[src/rtl/rmii_rx_fcs_check_pkg.sv]
// Shared constants, state encoding and length helper for the RMII receive FCS checker.
package rmii_rx_fcs_check_pkg;

    localparam logic [31:0] CRC32_POLY    = 32'hEDB8_8320;
    localparam logic [31:0] CRC32_INIT    = 32'hFFFF_FFFF;
    localparam logic [31:0] CRC32_RESIDUE = 32'hDEBB_20E3;

    localparam logic [10:0] MIN_LEN   = 11'd64;
    localparam logic [10:0] MAX_LEN   = 11'd1518;
    localparam logic [10:0] LEN_SAT   = 11'd2047;
    localparam logic [2:0]  FILL_FULL = 3'd4;

    typedef enum logic [1:0] {
        S_IDLE = 2'd0,
        S_CAP  = 2'd1,
        S_END  = 2'd2
    } state_t;

    // Length bounds include the four FCS bytes.
    function automatic logic len_out_of_range(input logic [10:0] len);
        return (len < MIN_LEN) || (len > MAX_LEN);
    endfunction

endpackage

[src/rtl/crc32_byte_update.sv]
// Combinational reflected CRC-32 step: next register value after one data byte.
module crc32_byte_update
    import rmii_rx_fcs_check_pkg::*;
(
    input  logic [31:0] i_crc,
    input  logic [7:0]  i_data,
    output logic [31:0] o_crc
);

    logic [31:0] w_crc;

    // Eight LSB-first shift/xor steps of the reflected polynomial.
    always_comb begin
        w_crc = i_crc ^ {24'd0, i_data};
        for (int b = 0; b < 8; b++) begin
            if (w_crc[0]) begin
                w_crc = {1'b0, w_crc[31:1]} ^ CRC32_POLY;
            end else begin
                w_crc = {1'b0, w_crc[31:1]};
            end
        end
    end

    assign o_crc = w_crc;

endmodule

[src/rtl/rmii_rx_fcs_check.sv]
// Drains the RX byte FIFO, checks CRC-32 and length, strips the FCS and streams
// payload bytes with per-frame status on the last byte.
module rmii_rx_fcs_check
    import rmii_rx_fcs_check_pkg::*;
(
    input  logic        clk,
    input  logic        rst,
    input  logic        fifo_empty,
    input  logic [7:0]  fifo_dout,
    input  logic        fifo_EOD_out,
    output logic        fifo_rden,
    output logic [7:0]  m_data,
    output logic        m_valid,
    input  logic        m_ready,
    output logic        m_last,
    output logic        m_crc_err,
    output logic        m_len_err,
    output logic [15:0] good_frame_count,
    output logic [15:0] bad_frame_count
);

    state_t           r_state;
    state_t           w_state_next;
    logic             w_rd_ok;
    logic             w_cap;
    logic             w_end;
    logic             w_emit;
    logic [3:0][7:0]  r_dly;
    logic [2:0]       r_fill;
    logic [31:0]      r_crc;
    logic [31:0]      w_crc_next;
    logic [10:0]      r_len;
    logic [10:0]      w_len_inc;
    logic             w_crc_bad;
    logic             w_len_bad;
    logic             r_frm_bad;
    logic [7:0]       r_data;
    logic             r_valid;
    logic             r_last;
    logic             r_crc_err;
    logic             r_len_err;
    logic [15:0]      r_good_cnt;
    logic [15:0]      r_bad_cnt;
    logic [15:0]      w_good_next;
    logic [15:0]      w_bad_next;

    crc32_byte_update u_crc (
        .i_crc  (r_crc),
        .i_data (fifo_dout),
        .o_crc  (w_crc_next)
    );

    // FSM state register.
    always_ff @(posedge clk) begin
        if (rst) begin
            r_state <= S_IDLE;
        end else begin
            r_state <= w_state_next;
        end
    end

    // FSM next-state logic.
    always_comb begin
        w_state_next = S_IDLE;
        case (r_state)
            S_IDLE: begin
                if (w_rd_ok) begin
                    w_state_next = S_CAP;
                end else begin
                    w_state_next = S_IDLE;
                end
            end
            S_CAP: begin
                if (fifo_EOD_out) begin
                    w_state_next = S_END;
                end else begin
                    w_state_next = S_IDLE;
                end
            end
            S_END:   w_state_next = S_IDLE;
            default: w_state_next = S_IDLE;
        endcase
    end

    // FSM output decode; a read is only issued when the output slot can take the byte.
    always_comb begin
        w_rd_ok = 1'b0;
        w_cap   = 1'b0;
        w_end   = 1'b0;
        case (r_state)
            S_IDLE:  w_rd_ok = ~rst & ~fifo_empty & (~r_valid | m_ready);
            S_CAP:   w_cap   = 1'b1;
            S_END:   w_end   = 1'b1;
            default: w_rd_ok = 1'b0;
        endcase
    end

    assign fifo_rden = w_rd_ok;
    assign w_len_inc = (r_len == LEN_SAT) ? r_len : (r_len + 11'd1);
    assign w_crc_bad = (w_crc_next != CRC32_RESIDUE);
    assign w_len_bad = len_out_of_range(w_len_inc);
    assign w_emit    = w_cap & (r_fill == FILL_FULL);

    // Delay line, running CRC, length and frame verdict; cleared once per frame in S_END.
    always_ff @(posedge clk) begin
        if (rst) begin
            r_dly     <= 32'd0;
            r_fill    <= 3'd0;
            r_crc     <= CRC32_INIT;
            r_len     <= 11'd0;
            r_frm_bad <= 1'b0;
        end else if (w_cap) begin
            r_dly <= {r_dly[2:0], fifo_dout};
            if (r_fill != FILL_FULL) begin
                r_fill <= r_fill + 3'd1;
            end
            r_crc <= w_crc_next;
            r_len <= w_len_inc;
            if (fifo_EOD_out) begin
                r_frm_bad <= w_crc_bad | w_len_bad | (r_fill != FILL_FULL);
            end
        end else if (w_end) begin
            r_fill <= 3'd0;
            r_crc  <= CRC32_INIT;
            r_len  <= 11'd0;
        end
    end

    // Output slot: loads the oldest delayed byte, holds it until accepted.
    always_ff @(posedge clk) begin
        if (rst) begin
            r_data    <= 8'd0;
            r_valid   <= 1'b0;
            r_last    <= 1'b0;
            r_crc_err <= 1'b0;
            r_len_err <= 1'b0;
        end else if (w_emit) begin
            r_data    <= r_dly[3];
            r_valid   <= 1'b1;
            r_last    <= fifo_EOD_out;
            r_crc_err <= fifo_EOD_out & w_crc_bad;
            r_len_err <= fifo_EOD_out & w_len_bad;
        end else if (r_valid & m_ready) begin
            r_valid <= 1'b0;
        end
    end

    // Frame counters advance once per frame; 16-bit arithmetic wraps naturally.
    always_comb begin
        w_good_next = r_good_cnt;
        w_bad_next  = r_bad_cnt;
        if (w_end) begin
            if (r_frm_bad) begin
                w_bad_next = r_bad_cnt + 16'd1;
            end else begin
                w_good_next = r_good_cnt + 16'd1;
            end
        end else begin
            w_good_next = r_good_cnt;
            w_bad_next  = r_bad_cnt;
        end
    end

    // Counter registers.
    always_ff @(posedge clk) begin
        if (rst) begin
            r_good_cnt <= 16'd0;
            r_bad_cnt  <= 16'd0;
        end else begin
            r_good_cnt <= w_good_next;
            r_bad_cnt  <= w_bad_next;
        end
    end

    assign m_data           = r_data;
    assign m_valid          = r_valid;
    assign m_last           = r_last;
    assign m_crc_err        = r_crc_err;
    assign m_len_err        = r_len_err;
    assign good_frame_count = r_good_cnt;
    assign bad_frame_count  = r_bad_cnt;

endmodule

[config.mk]
export PLATFORM = sky130hd
export DESIGN_NAME = rmii_rx_fcs_check
export DESIGN_NICKNAME = d
export VERILOG_FILES = /design/src/rtl/rmii_rx_fcs_check_pkg.sv /design/src/rtl/crc32_byte_update.sv /design/src/rtl/rmii_rx_fcs_check.sv
export SDC_FILE = /design/constraint.sdc
export NUM_CORES = 1
export LEC_CHECK = 0
export CAP_MARGIN = 0
export CORE_MARGIN = 2
export CORE_UTILIZATION = 60
export CTS_BUF_LIST = sky130_fd_sc_hd__clkbuf_2 sky130_fd_sc_hd__clkbuf_4 sky130_fd_sc_hd__clkbuf_8
export CTS_CLUSTER_DIAMETER = 100
export CTS_CLUSTER_SIZE = 16
export DETAILED_ROUTE_END_ITERATION = 6
export GPL_TIMING_DRIVEN = 0
export PLACE_DENSITY = 0.94
export SLEW_MARGIN = 20
export SYNTH_ARGS = -nofsm -noshare
export SYNTH_HDL_FRONTEND = slang
export SYNTH_SLANG_ARGS = --single-unit
[constraint.sdc]
create_clock -name clk -period 4.26 [get_ports clk]
set_clock_uncertainty 0.2 [all_clocks]
set_input_delay 1.065 -clock clk [delete_from_list [all_inputs] [get_ports clk]]
set_output_delay 1.065 -clock clk [all_outputs]
set_load 0.005 [all_outputs]
==> out/qor.txt <==
Lkg Pwr: 2.53 nW
Clock latency at the later pin of the worst-skew pair: 0.44 ns
Util after Layout: 71.3%
DIE WIDTH: 106 µm
DRC: 0
Final worst path period share: 94.1%
Most common cell after layout, fill and taps aside: dfxtp_1
DR vias: 5,248
Crit path largest cell delay: 0.50 ns
Sequential share of power: 47.3%
H-tree Lvls: 4
ANT nets after route: 0
Worst Reg-to-Reg Cells: 9
Slowest CP cell: xnor2_2
Avg Cell Area, Syn: 9.04 µm²
Share of cells above drive strength 1: 7.12%
Initial antenna violation count: 0
Register area: 0.00250 mm²
Vias per std cell: 5.78
Psw: 0.770 mW
Crit Path Class: in2reg
Synth top area share: 40.5%
Pint: 1.76 mW
Final hold slack: 0.265 ns
Netlist cell types: 63
Area of the multi-input gates: 0.00349 mm²
CP top delay family: XOR/XNOR gates
Root Driver: clkbuf_8
Nets: 781
Die area: 0.0111 mm²
Power share of the combinational group: 15.8%
Max-slew violation count: 0
Hold Crit Depth: 2
Setup bufs post-CTS: 0
RSZ-0062 raised after global routing: false
Area Growth Syn to Fin: 17.5%
Commonest non-fill, non-tap cells in the layout: 125 x dfxtp_1, 84 x nor2_1, 58 x nand2_1
Worst IR drop on VDD: 0.247 mV
CP Depth: 10
Mapped Cells: 684
Number of diodes: 0
Post-cts resize count: 0
CP endpoint kind: register
Final GP Congestion: 0.965
HP Class: reg2reg
Initial Utilization: 60.7%
Clock power frac: 36.9%
Overall Global Routing Usage: 28.1%
Clk pin slew, worst setup/hold paths: 0.08 ns
Max Buffers Root-to-Sink: 2
Fin. Hold Viols: 0
First-pass GRT wire length: 25,100 µm
Asr flop ratio synth: 0%
Drt first pass iters: 7
Cell chain of the critical path: clkdlybuf4s50_1 > xnor2_2 > xor2_2 > ha_1 > inv_1 > a2111oi_0 > and3_1 > o221ai_1 > nor4_2 > a21oi_1
Minimum clock period: 4.01 ns
Sw Ratio: 30.4%
PwrDens: 349 mW/mm²
Req. time, crit path: 4.36 ns
Drt initial violations: 365
Synth area leaders: dfxtp_1 40%, xnor2_1 7.8%, mux2i_1 6.0%
Worst-Margin Slew: 0.742 ns
Largest net degree at the start of global routing: 17
Avg WL per Cell: 16.8 µm
Startpoint types: primary input
CTS tree: done
Final Setup Violations: 0
Mapped cell area: 0.00618 mm²
Placed cells: 876
Pwr Total: 2.53 mW
FP Rows: 37
#FFs+latches synth: 125
Status: finished clean
CTS Hold Bufs: 0
Clock sinks: 125
Port Buffers: 56
Buf/Inv on CP: 2
Layout fillers: 730
Post-synthesis sequential area ratio: 40.5%
Rel. slew slack: 50.5%
Detail Placement HPWL: 10,800 µm
Final Instance Count excl. Fillers: 908
Ports: 58
Drt total wl: 15,300 µm
Main synth FF type: dfxtp_1
Gr ovfl total: 0
Area leader, netlist: dfxtp_1
Vias in the first global route: 5,313
Max_cap viols: 0
Fmax: 250 MHz
WP data arrival: 4.11 ns
Post-synth EDFFs: 0
Yosys warns: 0
TritonCTS buffer count: 17
Height of the die: 106 µm
Core ar.: 0.0102 mm²
Setup TNS: 0 ns
Post-Synthesis Net Count: 706
Critical path peak fanout: 7
## worst paths after layout
path                            slack [ns]                   start                      to
worst min register to register        0.26  r_dly[29]$_SDFFE_PP0P_  m_data[5]$_SDFFE_PP0P_
worst min-delay path                  0.26  r_dly[29]$_SDFFE_PP0P_  m_data[5]$_SDFFE_PP0P_
worst max-delay path                  0.25            fifo_dout[1]  r_frm_bad$_SDFFE_PP0P_
worst max register to register        1.03   r_crc[1]$_SDFFE_PP1P_  r_frm_bad$_SDFFE_PP0P_
## worst reg2reg max path, delay by kind of cell, from the launching register on
family / cells / cell delay [ns]
adders and majority gates: 1 / 0.23
and+or+nand+nor: 2 / 0.72
DFF: 1 / 0.35
buffers and inverters: 1 / 0.04
xor gates and xnor gates: 2 / 0.92
AOI/OAI and AO/OA: 3 / 0.64
## routing by layer
metal,routed length [µm],track usage [%],vias to the layer above
met5,0,0,-
met3,884,5.81,41
met2,7470,48.6,209
li1,-,-,2501
met4,397,11.5,0
met1,6520,34.0,2497
## sequential cells by signal, summed over array words and instances, names as in the netlist, 2 cells and up
register and count:
m_data 8, r_crc 32, r_len 11, r_fill 3, bad_frame_count 16, r_state 2
r_dly 32, good_frame_count 16
## Yosys cell counts (3+ instances only)
library cell  count
xnor2_4           5
o21ai_0          16
a211oi_1          4
buf_1             7
nor3_1           13
o22ai_1          25
a211o_1           4
and3_1            9
clkbuf_1         28
inv_1            12
nor2_1           84
dfxtp_1         125
and2_1            3
xor2_1           30
xnor2_1          55
ha_1              9
a21oi_1          34
mux2i_1          37
nand3_1          16
nand2b_1         32
a2111oi_0         4
nand2_1          58
and4_1            5
or3_1             8
nor4b_1           3
nand4_1           9
nor2b_1           5
## logic make-up after synthesis
| logic type | count (synthesis) | synth area share, % |
|---|---|---|
| XOR/XNOR | 97 | 16.6 |
| multiplexers | 38 | 6.17 |
| AO/OA/AOI/OAI | 107 | 11.1 |
| flip-flops | 125 | 40.5 |
| buffers and inverters | 50 | 3.12 |
| AND/OR/NAND/NOR | 258 | 20.7 |
| adder cells (fa/ha/maj) | 9 | 1.82 |
## stage by stage
step	instance area, µm²	setup WS [ns]
4_1_cts	7260	0.316
2_1_floorplan	6180	0.939
3_5_place_dp	6920	-0.113
5_1_grt	7260	0.170
6_report	7260	0.253
3_3_place_gp	6920	-0.0480
## cell type report
cell class	count	area share, %
multi-input cells	509	48.0
flip-flops and latches	125	34.4
repair buffers	56	7.72
clock buffers	17	3.22
well taps	136	2.34
plain buffers	37	1.95
clock inverters	15	1.58
inverters	13	0.706
## power by group through the flow
stage | Combinational, mW | Sequential [mW] | Clock [mW]
finish | 0.400 | 1.20 | 0.934
global route | 0.432 | 1.20 | 0.981
CTS | 0.393 | 1.20 | 0.942
detailed placement | 0.390 | 1.23 | 0
global placement | 0.378 | 1.23 | 0
floorplan | 0.300 | 1.22 | 0
Power figures use the tool's default switching activity.
